File: src/rtl/scr1_dmem_wb_bridge.sv
// SCR1 data-memory port to single-outstanding classic Wishbone B4 master, with lane steering.
// Define SCR1_WB_BRIDGE_TIMEOUT_EN to abort WB cycles that wait TIMEOUT_CYCLES without ack/err.
module scr1_dmem_wb_bridge #(
    parameter int AW             = 32,
    parameter int TIMEOUT_CYCLES = 255
) (
    input  logic          wb_clk_i,
    input  logic          wb_rst_n_i,
    input  logic          core2dmem_req_i,
    input  logic          core2dmem_cmd_i,
    input  logic [1:0]    core2dmem_width_i,
    input  logic [AW-1:0] core2dmem_addr_i,
    input  logic [31:0]   core2dmem_wdata_i,
    output logic          dmem2core_req_ack_o,
    output logic [31:0]   dmem2core_rdata_o,
    output logic [1:0]    dmem2core_resp_o,
    output logic [AW-1:0] wbm_adr_o,
    output logic [31:0]   wbm_dat_o,
    input  logic [31:0]   wbm_dat_i,
    output logic          wbm_we_o,
    output logic [3:0]    wbm_sel_o,
    output logic          wbm_stb_o,
    output logic          wbm_cyc_o,
    input  logic          wbm_ack_i,
    input  logic          wbm_err_i,
    output logic          busy_o
);
    typedef enum logic [1:0] {ST_IDLE = 2'd0, ST_BUS = 2'd1, ST_RESP = 2'd2} state_e;

    localparam logic [1:0] RESP_NOTRDY = 2'd0;
    localparam logic [1:0] RESP_OK     = 2'd1;
    localparam logic [1:0] RESP_ER     = 2'd2;
    localparam logic [1:0] WIDTH_BYTE  = 2'd0;
    localparam logic [1:0] WIDTH_HWORD = 2'd1;
    localparam logic [1:0] WIDTH_WORD  = 2'd2;

    function automatic logic [3:0] sel_gen(input logic [1:0] width, input logic [1:0] off);
        case (width)
            WIDTH_BYTE:  sel_gen = 4'b0001 << off;
            WIDTH_HWORD: sel_gen = 4'b0011 << off;
            default:     sel_gen = 4'b1111;
        endcase
    endfunction

    function automatic logic misaligned(input logic [1:0] width, input logic [1:0] off);
        case (width)
            WIDTH_BYTE:  misaligned = 1'b0;
            WIDTH_HWORD: misaligned = off[0];
            WIDTH_WORD:  misaligned = (off != 2'b00);
            default:     misaligned = 1'b1;
        endcase
    endfunction

    // Upper bytes are zeroed; the core performs sign extension itself.
    function automatic logic [31:0] rd_steer(input logic [31:0] dat, input logic [1:0] width,
                                             input logic [1:0] off);
        logic [31:0] sh;
        sh = dat >> {off, 3'b000};
        case (width)
            WIDTH_BYTE:  rd_steer = {24'h000000, sh[7:0]};
            WIDTH_HWORD: rd_steer = {16'h0000, sh[15:0]};
            default:     rd_steer = sh;
        endcase
    endfunction

    state_e        state_q, state_d;
    logic          cyc_q, cyc_d, we_q, we_d, busy_q, busy_d;
    logic [AW-1:0] adr_q, adr_d;
    logic [3:0]    sel_q, sel_d;
    logic [31:0]   dat_q, dat_d, rdata_q, rdata_d;
    logic [1:0]    resp_q, resp_d, off_q, off_d, width_q, width_d;
`ifdef SCR1_WB_BRIDGE_TIMEOUT_EN
    localparam int CNT_W = $clog2(TIMEOUT_CYCLES + 1);
    logic [CNT_W-1:0] cnt_q, cnt_d;
    logic             expire_s;
    assign expire_s = (({1'b0, cnt_q} + {{CNT_W{1'b0}}, 1'b1}) >= (CNT_W + 1)'(TIMEOUT_CYCLES));
`endif

    // Next-state and registered-output computation.
    always_comb begin
        state_d = state_q;
        cyc_d   = cyc_q;
        we_d    = we_q;
        adr_d   = adr_q;
        sel_d   = sel_q;
        dat_d   = dat_q;
        rdata_d = rdata_q;
        resp_d  = RESP_NOTRDY;
        off_d   = off_q;
        width_d = width_q;
`ifdef SCR1_WB_BRIDGE_TIMEOUT_EN
        cnt_d   = cnt_q;
`endif
        case (state_q)
            ST_IDLE: begin
                if (core2dmem_req_i) begin
                    off_d   = core2dmem_addr_i[1:0];
                    width_d = core2dmem_width_i;
                    if (misaligned(core2dmem_width_i, core2dmem_addr_i[1:0])) begin
                        resp_d  = RESP_ER;
                        state_d = ST_RESP;
                    end else begin
                        cyc_d   = 1'b1;
                        we_d    = core2dmem_cmd_i;
                        adr_d   = {core2dmem_addr_i[AW-1:2], 2'b00};
                        sel_d   = sel_gen(core2dmem_width_i, core2dmem_addr_i[1:0]);
                        dat_d   = core2dmem_cmd_i ?
                                  (core2dmem_wdata_i << {core2dmem_addr_i[1:0], 3'b000}) : 32'h0;
                        state_d = ST_BUS;
`ifdef SCR1_WB_BRIDGE_TIMEOUT_EN
                        cnt_d   = {CNT_W{1'b0}};
`endif
                    end
                end else begin
                    state_d = ST_IDLE;
                end
            end
            ST_BUS: begin
                if (wbm_err_i || wbm_ack_i) begin
                    cyc_d   = 1'b0;
                    we_d    = 1'b0;
                    adr_d   = {AW{1'b0}};
                    sel_d   = 4'b0000;
                    dat_d   = 32'h0;
                    state_d = ST_RESP;
                    if (wbm_err_i) begin
                        resp_d  = RESP_ER;
                        rdata_d = 32'h0;
                    end else begin
                        resp_d  = RESP_OK;
                        rdata_d = we_q ? rdata_q : rd_steer(wbm_dat_i, width_q, off_q);
                    end
                end else begin
`ifdef SCR1_WB_BRIDGE_TIMEOUT_EN
                    if (cnt_q != {CNT_W{1'b1}}) begin
                        cnt_d = cnt_q + {{(CNT_W-1){1'b0}}, 1'b1};
                    end else begin
                        cnt_d = cnt_q;
                    end
                    if (expire_s) begin
                        cyc_d   = 1'b0;
                        we_d    = 1'b0;
                        adr_d   = {AW{1'b0}};
                        sel_d   = 4'b0000;
                        dat_d   = 32'h0;
                        resp_d  = RESP_ER;
                        rdata_d = 32'h0;
                        state_d = ST_RESP;
                    end else begin
                        state_d = ST_BUS;
                    end
`else
                    state_d = ST_BUS;
`endif
                end
            end
            ST_RESP: state_d = ST_IDLE;
            default: state_d = ST_IDLE;
        endcase
        busy_d = (state_d != ST_IDLE);
    end

    // State and output registers; async reset aborts any WB cycle immediately.
    always_ff @(posedge wb_clk_i or negedge wb_rst_n_i) begin
        if (!wb_rst_n_i) begin
            state_q <= ST_IDLE;
            cyc_q   <= 1'b0;
            we_q    <= 1'b0;
            adr_q   <= {AW{1'b0}};
            sel_q   <= 4'b0000;
            dat_q   <= 32'h0;
            rdata_q <= 32'h0;
            resp_q  <= RESP_NOTRDY;
            off_q   <= 2'b00;
            width_q <= 2'b00;
            busy_q  <= 1'b0;
`ifdef SCR1_WB_BRIDGE_TIMEOUT_EN
            cnt_q   <= {CNT_W{1'b0}};
`endif
        end else begin
            state_q <= state_d;
            cyc_q   <= cyc_d;
            we_q    <= we_d;
            adr_q   <= adr_d;
            sel_q   <= sel_d;
            dat_q   <= dat_d;
            rdata_q <= rdata_d;
            resp_q  <= resp_d;
            off_q   <= off_d;
            width_q <= width_d;
            busy_q  <= busy_d;
`ifdef SCR1_WB_BRIDGE_TIMEOUT_EN
            cnt_q   <= cnt_d;
`endif
        end
    end

    assign dmem2core_req_ack_o = (state_q == ST_IDLE) && wb_rst_n_i;
    assign dmem2core_rdata_o   = rdata_q;
    assign dmem2core_resp_o    = resp_q;
    assign wbm_adr_o           = adr_q;
    assign wbm_dat_o           = dat_q;
    assign wbm_we_o            = we_q;
    assign wbm_sel_o           = sel_q;
    assign wbm_stb_o           = cyc_q;
    assign wbm_cyc_o           = cyc_q;
    assign busy_o              = busy_q;
endmodule

File: config.mk
export PLATFORM = sky130hd
export DESIGN_NAME = scr1_dmem_wb_bridge
export DESIGN_NICKNAME = d
export VERILOG_FILES = /design/src/rtl/scr1_dmem_wb_bridge.sv
export SDC_FILE = /design/constraint.sdc
export NUM_CORES = 1
export LEC_CHECK = 0
export CORE_ASPECT_RATIO = 2
export CORE_MARGIN = 3
export CORE_UTILIZATION = 40
export CTS_CLUSTER_SIZE = 16
export DETAILED_ROUTE_END_ITERATION = 8
export GPL_TIMING_DRIVEN = 0
export MAX_ROUTING_LAYER = met4
export PLACE_DENSITY = 0.84
export RECOVER_POWER = 25
export SYNTH_ARGS = -nofsm -noshare
export SYNTH_HDL_FRONTEND = slang
export SYNTH_SLANG_ARGS = --single-unit
File: constraint.sdc
create_clock -name wb_clk_i -period 1.7 [get_ports wb_clk_i]
set_input_delay 0.51 -clock wb_clk_i [delete_from_list [all_inputs] [get_ports wb_clk_i]]
set_output_delay 0.51 -clock wb_clk_i [all_outputs]
set_load 0.005 [all_outputs]
Word level (Yosys, flattened, before mapping) --
Index checks and enable logic that the tools add are counted.
Storage, ports and cells: register bits after elaboration 111, input bits 104, output and inout port bits 107, logic and storage cells 69
Operators by class: equality and inequality tests 8, shift operators 4, mux-type cells 35, reductions and logical operators 11
Operators by type and width (number):
- $mux 32 | 8
- $pmux 32 s2 | 3
- $shl 32x5->32 | 1
- $shr 32x5->32 | 1
- $pmux 4 s2 | 2
- $mux 2 | 7
- $mux 4 | 3
- $ne 2x2->1 const B | 4
- $pmux 2 s2 | 2
- $mux 1 | 7
- $eq 2x1->1 const B | 3
- $logic_not 2->1 | 3
- $reduce_bool 2->1 | 3
- $pmux 1 s2 | 2
- $reduce_and 4->1 | 1
- $shl 1x2->4 const A | 1
- $shl 2x2->4 const A | 1
- $pmux 1 s3 | 1
- $reduce_and 3->1 | 1
- $eq 2x2->1 const B | 1
- $reduce_and 2->1 | 1
- $logic_and 1x1->1 | 1
- $logic_or 1x1->1 | 1

Depth between registers and ports, before layout --
Gate-level depths: netlist of run 1.
depth in word-level cells 8, mapped depth 6

Worst setup path before layout of run 1 --
Ideal clock, no wire load.
path kind input to register, from input port wbm_err_i, to register rdata_q[17] (netlist: dmem2core_rdata_o[17]), setup time 0.125 ns, data arrival time 1.604 ns, slack -0.029 ns, cell stages on the path 5, cell sequence nor2_1 or3_1 buf_2 buf_6 mux2_4
On the way: cells in the longest elaborated chain, start to end 2, elaborated cells on any way between the ends 4, classes of those cells eq/ne: 1; mux: 1; reduce/logical: 2
RTL lines:
- from (decl) | line 25 | input logic wbm_err_i,
- $ne 2x2->1 (no line) / $logic_or 1x1->1 (equally long branches)
- $reduce_and 3->1 (no line)
- to (signal assigned) | line 187 | rdata_q <= rdata_d;
- to (decl) | line 70 | logic [31:0] dat_q, dat_d, rdata_q, rdata_d;
Parallel ways exist; a longest one is shown, timed or not. A chain may end at the register's enable or synchronous reset.

Final worst setup path of run 1 --
from register state_q[1], to register dat_q[19] (netlist: wbm_dat_o[19])
On the way: cells in the longest elaborated chain, start to end 3, elaborated cells on any way between the ends 8, classes of those cells eq/ne: 4; mux: 1; reduce/logical: 3
RTL lines:
- from (decl) | line 66 | state_e state_q, state_d;
- from (signal assigned) | line 181 | state_q <= state_d;
- $eq 2x1->1 / $logic_not 2->1 (equally long branches) | line 94 | case (state_q)
- $ne 2x2->1 (no line) / $reduce_bool 2->1 (equally long branches)
- $reduce_and 4->1 (no line)
- to (signal assigned) | line 186 | dat_q <= dat_d;
- to (decl) | line 70
Parallel ways exist; a longest one is shown, timed or not.

==> results of run 1 <==
==> repair_timing <==
action	4_1_cts	5_1_grt
resized for setup	156	23
pin swaps	3	4
endpoints found under the setup margin	207	69
setup buffers	23	7
hold buffers	2	0
gates cloned	1	1
endpoints found under the hold margin	23	0
==> flip-flops by register name, indices dropped and copies added, names as in the netlist <==
register and count:
wbm_adr_o 30, dmem2core_rdata_o 32, width_q 2, wbm_dat_o 32
off_q 2, state_q 2, wbm_we_o 1, wbm_sel_o 4
dmem2core_resp_o 2, busy_o 1, wbm_cyc_o 1
==> placed cells by master, fill, tap and decap left out, types with 3 or more instances in the layout <==
cell type and n:
nor2b_1 20, inv_1 31, dlygate4sd2_1 108, clkbuf_16 10, o21ai_0 35, nor2_1 13
clkbuf_2 7, clkdlybuf4s50_1 95, buf_12 3, buf_2 5, nand2_1 18, dfrtp_1 105
o2bb2ai_1 24, buf_6 10, dfrtp_2 4, mux2_2 6, clkbuf_1 8, mux2i_1 64
buf_4 35, a211o_1 16, a22o_1 34, a32o_1 17, mux2_4 6
==> critical path, stage by stage (launching register included) <==
cell and delay [ns]:
dfrtp_2 0.43, buf_4 0.15, nor3b_4 0.27, buf_4 0.17, a32oi_4 0.15, buf_6 0.19
a22o_1 0.23
==> how the worst min path moves through the flow <==
stage	depth (start not counted)	from	endpoint	slack, ns
5_1_grt	1	wb_rst_n_i	wbm_adr_o[2]$_DFFE_PN0P_	0.35
3_3_place_gp	1	wbm_dat_o[8]$_DFFE_PN0P_	wbm_dat_o[8]$_DFFE_PN0P_	0.48
3_5_place_dp	1	wbm_dat_o[12]$_DFFE_PN0P_	wbm_dat_o[12]$_DFFE_PN0P_	0.48
2_1_floorplan	0	wb_rst_n_i	busy_o$_DFF_PN0_	0.21
6_report	1	wb_rst_n_i	wbm_adr_o[2]$_DFFE_PN0P_	0.28
4_1_cts	2	wb_rst_n_i	width_q[0]$_DFFE_PN0P_	0.08
==> kinds of logic after synthesis <==
| logic type | Yosys count | share of synthesized area, % |
|---|---|---|
| multiplexers | 77 | 15.2 |
| buffers and inverters | 72 | 5.91 |
| AND/OR/NAND/NOR | 70 | 7.88 |
| flip-flops | 109 | 51.3 |
| AO/OA/AOI/OAI | 134 | 19.6 |
| other | 1 | 0.0705 |
==> per-stage QoR <==
stage | power (uW) | area, sq um | hold WS, ns
after floorplan | 4840 | 5320 | 0.214
after global placement | 6690 | 7600 | 0.476
after detailed placement | 6820 | 7610 | 0.479
after CTS | 8900 | 8160 | 0.0803
after global routing | 9340 | 8250 | 0.352
final | 8920 | 8250 | 0.284
==> power breakdown <==
group | leakage, uW | switching (uW) | internal [uW]
sequential | 0.00143 | 349 | 3200
clock | 0.000160 | 995 | 1300
combinational | 0.00276 | 1380 | 1700
==> layout make-up <==
class | instances | area share (%)
Antenna cell | 2 | 0.0607
Sequential cell | 109 | 33.1
Tap cell | 152 | 2.31
Clock buffer | 9 | 2.73
Clock inverter | 7 | 1.17
Multi-Input combinational cell | 283 | 28.6
Timing Repair Buffer | 243 | 27.5
Buffer | 35 | 3.06
Inverter | 31 | 1.41
==> layer usage <==
| metal | global-route usage, % | wire (microns) | part of all wire, % | vias up |
|---|---|---|---|---|
| met3 | 3.56 | 939 | 5.2 | 55 |
| met5 | - | 0 | 0 | - |
| li1 | - | - | - | 2180 |
| met4 | 12.8 | 843 | 4.6 | 0 |
| met2 | 42.9 | 9920 | 55 | 220 |
| met1 | 26.3 | 6460 | 36 | 2445 |
==> flow_summary.yaml, run 1 <==
hold_path:
  holdCritPathClass: "input port to asynchronous set/reset pin"
drt:
  drc: 0
  avgRoutedWirePerCell_microns: 20.8
  vias: 4900
  drt_iter0_drc: 257
  via_per_inst: 5.63
  final_antenna_net_count: 0
  totalWireLength_microns: 18200
  dr.pass1.iters: 5
synthesis:
  synth_top_area_share_pct: 51.3
  synthTopCellsByCount: "dfrtp_1, mux2i_1, o21ai_0"
  yosysSeqAreaShare_pct: 51.3
  synth-seq-cells: 109
  synthArstFlopShare_pct: 100
  ys.flop_type: "dfrtp_1"
  synth-edff-count: 0
  synth_top_area_cell: "dfrtp_1"
  syn_area_per_cell_sq_um: 11.5
  yosysMostFrequentCell: "dfrtp_1"
  syn_area_sq_um: 5320
  syn_inst: 463
  yosysWarnings: 0
  yosys.cell_types.count: 39
  yosys-top-cells-area: "dfrtp_1, mux2i_1, a22o_1"
finish:
  final_util_pct: 63.5
  areaGrowthSynthToFinish_pct: 55.1
  drive_gt1_share_pct: 15.6
  fillCellCount: 1078
  seqCellArea_sq_um: 2730
  multiInputGateArea_sq_um: 2360
  stdcell_count: 871
  nets: 816
worst_setup_path:
  r2r_end: "wbm_dat_o[19]$_DFFE_PN0P_"
  cp-start-kind: "flop"
  reg2reg_depth: 6
  critPathLaunch: "state_q[1]$_DFF_PN0_"
  cp.required_ns: 1.93
  ff2ff_setup_slack_ns: -0.01
  path_max_fanout: 10
  r2r_start: "state_q[1]$_DFF_PN0_"
  path_class: "flop to flop"
  crit_end: "wbm_dat_o[19]$_DFFE_PN0P_"
  end_kind: "flop"
  critPathArrivalTime_ns: 1.94
timing:
  slew_headroom_pct: 9.24
  fin_crit_ns: 1.71
  final_hold_viol_count: 0
  setup_tns_ns: -0.0362
  slew_violations: 0
  setup_viol: 12
  setup_slack_ns: -0.0103
  rsz0062_at_grt: "yes"
  skew_ns: 0.0113
  fin_crit_sh_pct: 101
  tightest_slew_ns: 1.36
  clock.fmax_mhz: 585
job:
  drv_cap: 0
placement:
  pre_cts_ws_ns: -1.01
  dp_cells: 825
  gp_congestion: 0.862
  port_buffers: 208
  hpwl_microns: 13000
global_routing:
  grt_pass1_wl_microns: 27500
  gr-total-overflow: 0
  track_usage_pct: 24.6
  grt_pass1_vias: 5290
  antenna_found_initial: 1
  grt_max_degree: 40
cts:
  path_clk_slew_ns: 0.08
  cts_tree: "done"
  clockBufferDepth: 2
  numCtsBuffers: 9
  cts.sinks: 109
  ctsHtreeMaxLevel: 3
  root_buffer: "clkbuf_16"
  clk_latency_ns: 0.34
power_and_ir_drop:
  p_leak_uw: 0.00435
  p_per_area_nw_per_um2: 1080
  vdd_drop_max_v: 0.000787
outcome:
  violations: "setup timing"
  status: "complete, but fails checks"
die:
  die_w_microns: 87.5
  die_h_microns: 169
  ios: 211
  start_util_pct: 40.9
  die-area_sq_um: 14800
  coreArea_sq_um: 13000
  std_cell_rows: 59
(Power assumes the default switching activity.)
==> run 2: changes to the inputs <==
==> constraint.sdc (replaced) <==
create_clock -name wb_clk_i -period 1.7 [get_ports wb_clk_i]
set_input_delay 0.51 -clock wb_clk_i [delete_from_list [all_inputs] [get_ports wb_clk_i]]
set_output_delay 0.51 -clock wb_clk_i [all_outputs]
set_load 0.01 [all_outputs]
==> flow_summary.yaml, run 2 (synthesis results as in run 1) <==
outcome:
  status: "complete, no violations"
power_and_ir_drop:
  clkPwrFrac_pct: 25.2
  internal-power_uw: 6130
  vdd_drop_max_v: 0.000792
  p_leak_uw: 0.00429
  p_seq_share_pct: 39.4
  switchingPower_uw: 2910
  p_per_area_nw_per_um2: 1100
  p_comb_share_pct: 35.4
  swShare_pct: 32.2
  finalPower_uw: 9040
finish:
  layout_common_cells: "dlygate4sd2_1, dfrtp_1, clkdlybuf4s50_1"
  drive_gt1_share_pct: 14.7
  areaGrowthSynthToFinish_pct: 54.0
  fin_area_sq_um: 8190
  layout_commonest_cell: "dlygate4sd2_1"
  nets: 806
  stdcell_count: 861
drt:
  via_per_inst: 5.64
  dr.pass1.iters: 5
  vias: 4855
  totalWireLength_microns: 17900
  drc: 0
  final_antenna_net_count: 0
  avgRoutedWirePerCell_microns: 20.7
  drt_iter0_drc: 250
timing:
  slew_headroom_pct: 32.6
  final_hold_viol_count: 0
  setup_viol: 0
  setup_tns_ns: 0
  fin_crit_ns: 1.68
  clock.fmax_mhz: 596
  holdWs_ns: 0.0793
  tightest_slew_ns: 1.01
  skew_ns: 0.0112
  fin_crit_sh_pct: 98.7
  slew_violations: 0
cts:
  clockBufferDepth: 2
  cts_tree: "done"
  path_clk_slew_ns: 0.08
  root_buffer: "clkbuf_16"
  numCtsBuffers: 9
  cts.sinks: 109
  ctsHtreeMaxLevel: 3
  clk_latency_ns: 0.34
worst_setup_path:
  r2r_start: "state_q[1]$_DFF_PN0_"
  path_class: "flop to flop"
  path_max_fanout: 10
  critPathLaunch: "state_q[1]$_DFF_PN0_"
  critPathArrivalTime_ns: 1.90
  cp.required_ns: 1.92
  cp-start-kind: "flop"
  end_kind: "flop"
placement:
  port_buffers: 208
  gp_congestion: 0.862
  dpl-instance-area_sq_um: 7610
  dp_cells: 825
  hpwl_microns: 13000
global_routing:
  grt_pass1_wl_microns: 27200
  gr-total-overflow: 0
  grt_pass1_vias: 5218
  antenna_found_initial: 1
  grt_max_degree: 40
  track_usage_pct: 24.5
die:
  start_util_pct: 40.9
  ios: 211
  die_h_microns: 169
  die_w_microns: 87.5
  die-area_sq_um: 14800
  std_cell_rows: 59
  coreArea_sq_um: 13000
hold_path:
  holdCritPathClass: "input port to asynchronous set/reset pin"
job:
  drv_cap: 0
==> run 2: area by class of cell <==
| cell class | count | area [sq um] |
|---|---|---|
| multi-input cells | 283 | 2370 |
| fillers | 1070 | 4800 |
| well taps | 152 | 190 |
| clock inverters | 7 | 96.3 |
| clock buffers | 9 | 225 |
| inverters | 31 | 116 |
| repair buffers | 231 | 2160 |
| diodes | 2 | 5.00 |
| plain buffers | 37 | 292 |
| flip-flops and latches | 109 | 2730 |
==> run 2: stage by stage <==
stage               setup WS (ns)  utilization, %
floorplan                  0.0321               -
global placement            -4.35            58.5
detailed placement          -1.01            58.6
CTS                      -0.00854            62.4
global route             -0.00512            63.0
finish                     0.0229            63.0
==> run 2: final timing paths <==
kind / endpoint / slack [ns] / depth (start not counted)
min in group wb_clk_i: busy_o$_DFF_PN0_ / 0.47 / 3
worst min-delay path: width_q[0]$_DFFE_PN0P_ / 0.08 / 2
worst min register to register: wbm_dat_o[26]$_DFFE_PN0P_ / 0.49 / 1
worst max-delay path: dmem2core_rdata_o[21]$_DFFE_PN0P_ / 0.02 / 5
worst max register to register: dmem2core_rdata_o[21]$_DFFE_PN0P_ / 0.02 / 5
max in group asynchronous: dmem2core_rdata_o[9]$_DFFE_PN0P_ / 0.55 / 2
==> run 2: metal layers <==
layer | wire, microns | GRT usage (%) | up-vias
met4 | 990 | 14.0 | 0
met5 | 0 | - | -
li1 | - | - | 2160
met1 | 6390 | 26.1 | 2388
met3 | 881 | 3.51 | 63
met2 | 9600 | 42.0 | 244
==> run 2: power groups by stage <==
| stage | clock, uW | combinational, uW | sequential [uW] |
|---|---|---|---|
| 2_1_floorplan | 0 | 1250 | 3830 |
| 3_3_place_gp | 0 | 3350 | 3580 |
| 3_5_place_dp | 0 | 3450 | 3610 |
| 4_1_cts | 2340 | 3150 | 3560 |
| 5_1_grt | 2410 | 3430 | 3630 |
| 6_report | 2280 | 3200 | 3560 |
==> run 2: critical path: stages (launching register included) <==
cell,delay (ns)
dfrtp_2,0.44
nand2b_4,0.16
or3_4,0.38
buf_6,0.14
buf_8,0.14
mux2_4,0.29
==> run 2: what timing repair did <==
action | 4_1_cts | 5_1_grt
pin swaps | 4 | 2
cloned | 1 | 0
setup endpoints to repair | 207 | 75
hold buffers | 2 | 0
setup buffers | 10 | 9
gates resized for setup | 171 | 16
endpoints found under the hold margin | 23 | 0
==> run 3: changes to the inputs <==
TNS_END_PERCENT = 30   (was unset)
==> flow_summary.yaml, run 3 (synthesis results as in run 1) <==
outcome:
  status: "complete, but fails checks"
  violations: "setup timing"
placement:
  port_buffers: 208
  hpwl_microns: 13000
  pre_cts_ws_ns: -1.01
  gp_congestion: 0.862
  dpl-instance-area_sq_um: 7610
finish:
  drive_gt1_share_pct: 14.2
  areaGrowthSynthToFinish_pct: 53.1
  fin_area_sq_um: 8140
  final_util_pct: 62.7
  layout_commonest_cell: "dlygate4sd2_1"
  fillCellCount: 1081
  layout_common_cells: "dlygate4sd2_1, dfrtp_1, clkdlybuf4s50_1"
  nets: 802
cts:
  clockBufferDepth: 2
  ctsHtreeMaxLevel: 3
  path_clk_slew_ns: 0.08
  cts.sinks: 109
  cts_tree: "done"
  numCtsBuffers: 9
  clk_latency_ns: 0.34
  root_buffer: "clkbuf_16"
global_routing:
  grt_max_degree: 40
  track_usage_pct: 24.5
  antenna_found_initial: 1
  gr-total-overflow: 0
  grt_pass1_wl_microns: 27200
  grt_pass1_vias: 5218
die:
  std_cell_rows: 59
  die_w_microns: 87.5
  coreArea_sq_um: 13000
  ios: 211
  die_h_microns: 169
  die-area_sq_um: 14800
  start_util_pct: 40.9
timing:
  final_hold_viol_count: 0
  slew_headroom_pct: 9.74
  setup_slack_ns: -0.00509
  rsz0062_at_grt: "yes"
  fin_crit_sh_pct: 100
  setup_viol: 1
  slew_violations: 0
  tightest_slew_ns: 1.35
  fin_crit_ns: 1.71
  skew_ns: 0.0100
  clock.fmax_mhz: 586
job:
  drv_cap: 0
power_and_ir_drop:
  internal-power_uw: 6110
  p_seq_share_pct: 39.5
  p_per_area_nw_per_um2: 1110
  p_leak_uw: 0.00426
  swShare_pct: 32.4
  clkPwrFrac_pct: 25.3
  p_comb_share_pct: 35.2
  vdd_drop_max_v: 0.000795
  switchingPower_uw: 2920
worst_setup_path:
  timing.critical_path.buf_inv: 1
  cpLargestDelayFamily: "flip-flops"
  end_kind: "output port"
  reg2reg_depth: 5
  critPathArrivalTime_ns: 1.20
  path_class: "flop to output port"
  r2r_end: "dmem2core_rdata_o[21]$_DFFE_PN0P_"
  cp.required_ns: 1.19
  ff2ff_setup_slack_ns: 0.03
  path_max_fanout: 6
  slowest_stage: "dfrtp_2"
  r2r_start: "state_q[1]$_DFF_PN0_"
  cp-start-kind: "flop"
  max_stage_delay_ns: 0.47
  worstPathCellList: "nor3b_1 > buf_2"
drt:
  dr.pass1.iters: 4
  vias: 4843
  final_antenna_net_count: 0
  drc: 0
  drt_iter0_drc: 230
  avgRoutedWirePerCell_microns: 20.9
  totalWireLength_microns: 17900
  via_per_inst: 5.65
hold_path:
  holdCritPathClass: "input port to asynchronous set/reset pin"
## run 3: per-layer routing
| metal | share of wire (%) | vias to the layer above | GRT usage (%) |
|---|---|---|---|
| li1 | - | 2148 | - |
| met5 | 0 | - | - |
| met2 | 53 | 230 | 42.0 |
| met4 | 5.6 | 0 | 14.0 |
| met3 | 4.6 | 65 | 3.51 |
| met1 | 36 | 2400 | 26.1 |
## run 3: how the worst max path moves through the flow
stage,start,endpoint,cells past startpoint
after CTS,state_q[0]$_DFF_PN0_,dmem2core_req_ack_o,2
after global placement,wb_rst_n_i,dmem2core_req_ack_o,3
final,state_q[0]$_DFF_PN0_,dmem2core_req_ack_o,2
after floorplan,state_q[1]$_DFF_PN0_,dmem2core_rdata_o[17]$_DFFE_PN0P_,5
after detailed placement,wbm_err_i,wbm_dat_o[8]$_DFFE_PN0P_,5
after global routing,state_q[0]$_DFF_PN0_,dmem2core_req_ack_o,2
## run 3: metrics by stage
step / power, uW / TNS, ns / hold slack [ns] / instances
2_1_floorplan: 5070 / 0 / 0.214 / 464
3_3_place_gp: 6930 / -508.15 / 0.476 / 824
3_5_place_dp: 7060 / -77.39 / 0.479 / 825
4_1_cts: 9050 / -0.00854 / 0.0803 / 850
5_1_grt: 9440 / -0.0547 / 0.353 / 856
6_report: 9030 / -0.00509 / 0.286 / 857
## run 3: what timing repair did
item / CTS / global route
setup endpoints to repair: 207 / 75
setup buffers: 10 / 5
hold buffers: 2 / 0
gates resized for setup: 171 / 17
pin swaps: 4 / 2
cloned: 1 / 0
endpoints found under the hold margin: 23 / 0
## run 3: power by group through the flow
stage	clock network (uW)	logic (uW)	registers, uW
finish	2290	3170	3570
global route	2410	3390	3640
CTS	2340	3150	3560
detailed placement	0	3450	3610
global placement	0	3350	3580
floorplan	0	1250	3830
## run 3: final cells by class
| class | instances | area (sq um) | share of cell area [%] |
|---|---|---|---|
| antenna | 2 | 5.00 | 0.0615 |
| sequential | 109 | 2730 | 33.6 |
| clock buffer | 9 | 225 | 2.77 |
| timing repair buffer | 227 | 2110 | 26.0 |
| tap | 152 | 190 | 2.34 |
| multi-input combinational | 283 | 2370 | 29.1 |
| inverter | 31 | 116 | 1.43 |
| buffer | 37 | 292 | 3.58 |
| clock inverter | 7 | 96.3 | 1.18 |
